## src/rtl/uart_bus_arbiter.sv

```systemverilog
// Two-master arbiter in front of the uart port: m0 fetch, m1 data.
// One outstanding request, registered issue, combinational return path.
//
// Ports:
//   clock, reset        rising-edge clock, async active-low reset
//   m0_*, m1_*          master request (valid/instr/addr/wdata/wstrb)
//                       and response (rdata/ready)
//   uart_*              registered request to the uart, response in
//   arb_timeout         one-cycle watchdog pulse
//
// Optional feature: define UART_ARB_TIMEOUT_EN to enable the BUSY
// watchdog (TIMEOUT_CYCLES); otherwise arb_timeout is tied low.
module uart_bus_arbiter #(
    parameter int FIXED_PRIO     = 0,
    parameter int TIMEOUT_CYCLES = 1024
) (
    input  logic        clock,
    input  logic        reset,
    input  logic        m0_valid,
    input  logic        m0_instr,
    input  logic [31:0] m0_addr,
    input  logic [31:0] m0_wdata,
    input  logic [3:0]  m0_wstrb,
    output logic [31:0] m0_rdata,
    output logic        m0_ready,
    input  logic        m1_valid,
    input  logic        m1_instr,
    input  logic [31:0] m1_addr,
    input  logic [31:0] m1_wdata,
    input  logic [3:0]  m1_wstrb,
    output logic [31:0] m1_rdata,
    output logic        m1_ready,
    output logic        uart_valid,
    output logic        uart_instr,
    output logic [31:0] uart_addr,
    output logic [31:0] uart_wdata,
    output logic [3:0]  uart_wstrb,
    input  logic [31:0] uart_rdata,
    input  logic        uart_ready,
    output logic        arb_timeout
);

    typedef enum logic {
        IDLE = 1'b0,
        BUSY = 1'b1
    } state_t;

    state_t state;
    state_t state_nx;

    logic grant;
    logic rr_last;
    logic winner;
    logic any_req;
    logic done;
    logic tmo;

    assign any_req = m0_valid | m1_valid;

    // Tie: round-robin favours whoever was not served last.
    always_comb begin
        winner = m1_valid;
        if (m0_valid && m1_valid) begin
            winner = (FIXED_PRIO != 0) ? 1'b1 : ~rr_last;
        end
    end

`ifdef UART_ARB_TIMEOUT_EN
    localparam logic [15:0] TMO_LAST = 16'(TIMEOUT_CYCLES - 1);

    logic [15:0] tmo_cnt;

    // Held at zero in IDLE so every BUSY entry starts from zero.
    always_ff @(posedge clock or negedge reset) begin
        if (!reset) begin
            tmo_cnt <= '0;
        end else if (state == IDLE) begin
            tmo_cnt <= '0;
        end else if (!uart_ready) begin
            tmo_cnt <= tmo_cnt + 16'd1;
        end
    end

    // A real uart_ready in the same cycle wins over the watchdog.
    assign tmo = (state == BUSY) && !uart_ready
                 && (tmo_cnt == TMO_LAST);
`else
    assign tmo = 1'b0;
`endif

    assign arb_timeout = tmo;

    always_ff @(posedge clock or negedge reset) begin
        if (!reset) begin
            state <= IDLE;
        end else begin
            state <= state_nx;
        end
    end

    always_comb begin
        state_nx = state;
        done     = 1'b0;
        m0_ready = 1'b0;
        m1_ready = 1'b0;
        m0_rdata = '0;
        m1_rdata = '0;
        unique case (state)
            IDLE: begin
                if (any_req) begin
                    state_nx = BUSY;
                end
            end
            BUSY: begin
                if (uart_ready || tmo) begin
                    done     = 1'b1;
                    state_nx = IDLE;
                    m0_ready = ~grant;
                    m1_ready = grant;
                    // Watchdog completion returns zero data.
                    if (uart_ready) begin
                        if (grant) begin
                            m1_rdata = uart_rdata;
                        end else begin
                            m0_rdata = uart_rdata;
                        end
                    end
                end
            end
            default: begin
                state_nx = IDLE;
            end
        endcase
    end

    always_ff @(posedge clock or negedge reset) begin
        if (!reset) begin
            grant      <= 1'b0;
            rr_last    <= 1'b1;
            uart_valid <= 1'b0;
            uart_instr <= 1'b0;
            uart_addr  <= '0;
            uart_wdata <= '0;
            uart_wstrb <= '0;
        end else if (state == IDLE && any_req) begin
            grant      <= winner;
            uart_valid <= 1'b1;
            uart_instr <= winner ? m1_instr : m0_instr;
            uart_addr  <= winner ? m1_addr  : m0_addr;
            uart_wdata <= winner ? m1_wdata : m0_wdata;
            uart_wstrb <= winner ? m1_wstrb : m0_wstrb;
        end else if (done) begin
            uart_valid <= 1'b0;
            rr_last    <= grant;
        end
    end

endmodule
```

## config.mk

```make
export PLATFORM = sky130hd
export DESIGN_NAME = uart_bus_arbiter
export DESIGN_NICKNAME = d
export VERILOG_FILES = /design/src/rtl/uart_bus_arbiter.sv
export SDC_FILE = /design/constraint.sdc
export NUM_CORES = 1
export LEC_CHECK = 0
export CORE_AREA = 2 2 122 124
export DETAILED_ROUTE_END_ITERATION = 7
export DIE_AREA = 0 0 124 126
export PLACE_DENSITY = 0.72
export SETUP_SLACK_MARGIN = 0.02
export SLEW_MARGIN = 10
export SYNTH_ARGS = -nofsm -noshare
export SYNTH_HDL_FRONTEND = slang
export SYNTH_SLANG_ARGS = --single-unit
```

## constraint.sdc

```tcl
create_clock -name clock -period 1.1 [get_ports clock]
set_input_delay 0.11 -clock clock [delete_from_list [all_inputs] [get_ports clock]]
set_output_delay 0.11 -clock clock [all_outputs]
set_load 0.1 [all_outputs]
```

==> impl_metrics.ini <==
[run_status]
status = finished with violations
violations = negative setup slack

[setup_path]
critPathLaunch = state
timing.critical_path.to = m0_rdata[2]
critPathArrivalTime_ns = 1.57
slowest_stage = dfrtp_1
timing.rr.end = uart_wdata[16]
end_kind = output pin
start_kind = flip-flop
cp_top_family = buffers and inverters
crit_required_ns = 0.99
path_class = flip-flop to output pin
cp_cell_sequence = nand2_4 -> nor2_4 -> buf_12 -> clkbuf_16 -> and2_4 -> buf_12
critPathMaxStageDelay_ns = 0.41
crit_buf_inv = 3
reg2reg_depth = 7
rrSetupSlack_ns = -0.49
critPathMaxFanout = 8
crit_path_frequent_cell = buf_12
reg2reg_from = state
cp_num_cells = 6

[finish]
layoutNonFillerInstCount = 1034
drive_gt1_share_pct = 46.5
seqCellArea_um2 = 1880
syn_to_final_growth_pct = 187
postLayoutCellArea_um2 = 10800
nets = 1018
multi_input_area_um2 = 2110
nFillCells = 911

[synthesis]
yosysTopAreaCellShare_pct = 48.0
ys_ff_latch = 73
synth_area_leaders = dfrtp_1 48%, nand2_1 14%, a31oi_1 12%
ys_warn_count = 0
syn_inst = 463
syn_nets = 638
syn_area_per_cell_um2 = 8.10
syn_area_um2 = 3750
yosys.area.top_type = dfrtp_1
synth_cell_types = 19
ys_seq_area_share_pct = 48.7

[clock_tree]
clock_latency_ns = 0.34
clk_pin_slew_ns = 0.07
clkSinkCount = 73
cts_root_buf = clkbuf_16
tritoncts = done
cts_made_buffers = 9
htree_levels = 3
ctsLongestPathBuffers = 2

[sta]
tns_ns = -65.71
grt_setup_unrepaired = true
timing.fmax_ghz = 0.594
hold_viol_final = 0
slew_violations = 0
min_period_over_period_pct = 153
finalClockSkew_ns = 0.00853
setup_viol_count_final = 139
finalWorstSetupSlack_ns = -0.585
period_needed_ns = 1.68

[placed_design]
hpwl_um = 12300
dp_cells = 940
place_area_um2 = 8730
port_buffers = 310
place_congestion = 0.781

[floorplan]
initial_core_util_pct = 26.2
die_area_um2 = 15600
rows = 44
io_pins = 312
die_width_um = 124
die_y_um = 126
core_area_um2 = 14300

[hold_path]
hold_path_class = input port to flip-flop
min_from = m0_wstrb[1]
min_path_cells = 3

[power_and_ir_drop]
vdd_ir_drop_max_uv = 1180
seqPwrFrac_pct = 19.3
power_uw = 21600
cell_internal_pwr_uw = 11400
cellPowerDensity_nw_per_um2 = 2010
power.leakage_uw = 0.00460
clkPwrFrac_pct = 16.1
comb_power_share_pct = 64.7
switchingPower_uw = 10200
swShare_pct = 47.4

[routing]
first_pass_iters = 5
drt-initial-drc-count = 184
route.detailed.drc = 0
wirelength_um = 21600
wire_per_inst_um = 20.9
vias = 5020
vias_per_cell = 4.85
detail-route-antenna-nets = 0

[global_route]
grt_util_all_layers_pct = 26.0
grt_pass1_vias = 5220
grt_max_degree = 74
grt-ovfl-total = 0
grt_pass1_wl_um = 30000
antenna_found_initial = 2

[flow_run]
drv_cap = 0
## what timing repair did
action / CTS / global route
resized for setup: 72 / 46
gates cloned: 26 / 13
hold buffers: 1 / 0
pin swaps: 43 / 15
setup buffers: 34 / 13
endpoints found under the hold margin: 72 / 0
endpoints found under the setup margin: 137 / 143
## Yosys cell counts
cell type	number
clkbuf_1	4
o21a_1	1
dfrtp_1	72
buf_6	5
a21bo_2	1
nand2_1	139
o22ai_1	1
nor2_1	71
a21boi_4	1
a31oi_1	69
inv_1	1
conb_1	1
dfstp_2	1
and2_1	64
o31a_1	1
buf_2	25
a21o_1	1
buf_4	4
o21ba_1	1
## power groups by stage
stage	clock network [µW]	logic, µW	registers, µW
finish	3470	14000	4170
global route	3650	14400	4240
CTS	3500	13600	4160
detailed placement	0	12200	4200
global placement	0	12100	4150
floorplan	0	2840	8490
## worst min path at each step
stage	endpoint	slack, ns
3_3_place_gp	uart_wdata[7]	0.16
4_1_cts	uart_wstrb[1]	0.31
5_1_grt	uart_wdata[0]	0.32
3_5_place_dp	uart_wdata[7]	0.16
6_report	uart_wstrb[1]	0.31
2_1_floorplan	grant	-0.19
## registers in the layout, summed over array words and instances (netlist names)
| name | flops |
|---|---|
| uart_valid | 1 |
| grant | 1 |
| uart_wdata | 32 |
| uart_addr | 32 |
| uart_instr | 1 |
| state | 1 |
| rr_last | 1 |
| uart_wstrb | 4 |
## layout make-up
type / count / share of cell area [%]
multi-input combinational: 353 / 19.6
timing repair buffer: 405 / 57.5
sequential: 73 / 17.5
tap: 184 / 2.14
clock buffer: 11 / 2.26
inverter: 1 / 0.0349
antenna: 2 / 0.0465
clock inverter: 5 / 0.954
## metrics by stage
stage / setup slack, ns / utilization (%) / hold WS [ns]
3_3_place_gp: -0.417 / 61.0 / 0.161
3_5_place_dp: -0.460 / 61.0 / 0.161
5_1_grt: -0.634 / 75.1 / 0.324
6_report: -0.585 / 75.1 / 0.313
2_1_floorplan: -0.229 / - / -0.186
4_1_cts: -0.553 / 72.6 / 0.309
## kinds of logic (layout without fill, tap and decap cells)
family | Yosys count | after routing | share of synthesized area [%]
AO/OA/AOI/OAI | 76 | 78 | 13.3
buffers and inverters | 39 | 422 | 6.14
AND/OR/NAND/NOR | 274 | 274 | 31.7
flip-flops | 73 | 73 | 48.7
other | 1 | 3 | 0.100
## tightest hold or removal path, cell delays in order
cell	delay [ns]
clkdlybuf4s50_1	0.39
nand2_1	0.05
a31oi_1	0.06
## cell usage in the layout, fill, tap and decap left out, types with 2 or more instances in the layout
cell / count
buf_8: 5
clkbuf_16: 20
buf_16: 19
dfrtp_1: 32
bufinv_16: 3
a31oi_1: 60
nand2_2: 17
nor2_1: 69
o21ba_4: 3
a31oi_2: 6
dfrtp_2: 40
diode_2: 2
nand2_4: 9
clkdlybuf4s50_1: 172
nand2_1: 113
nor2_4: 2
buf_4: 15
a31oi_4: 3
and2_4: 64
buf_12: 162
buf_6: 19
## metal layers
layer	global-route usage (%)	part of all wire [%]
met5	0	0
met3	8.61	8.3
met4	10.8	3.9
met1	27.5	35
met2	46.7	53
No activity file was read; power rests on OpenSTA's default activity.
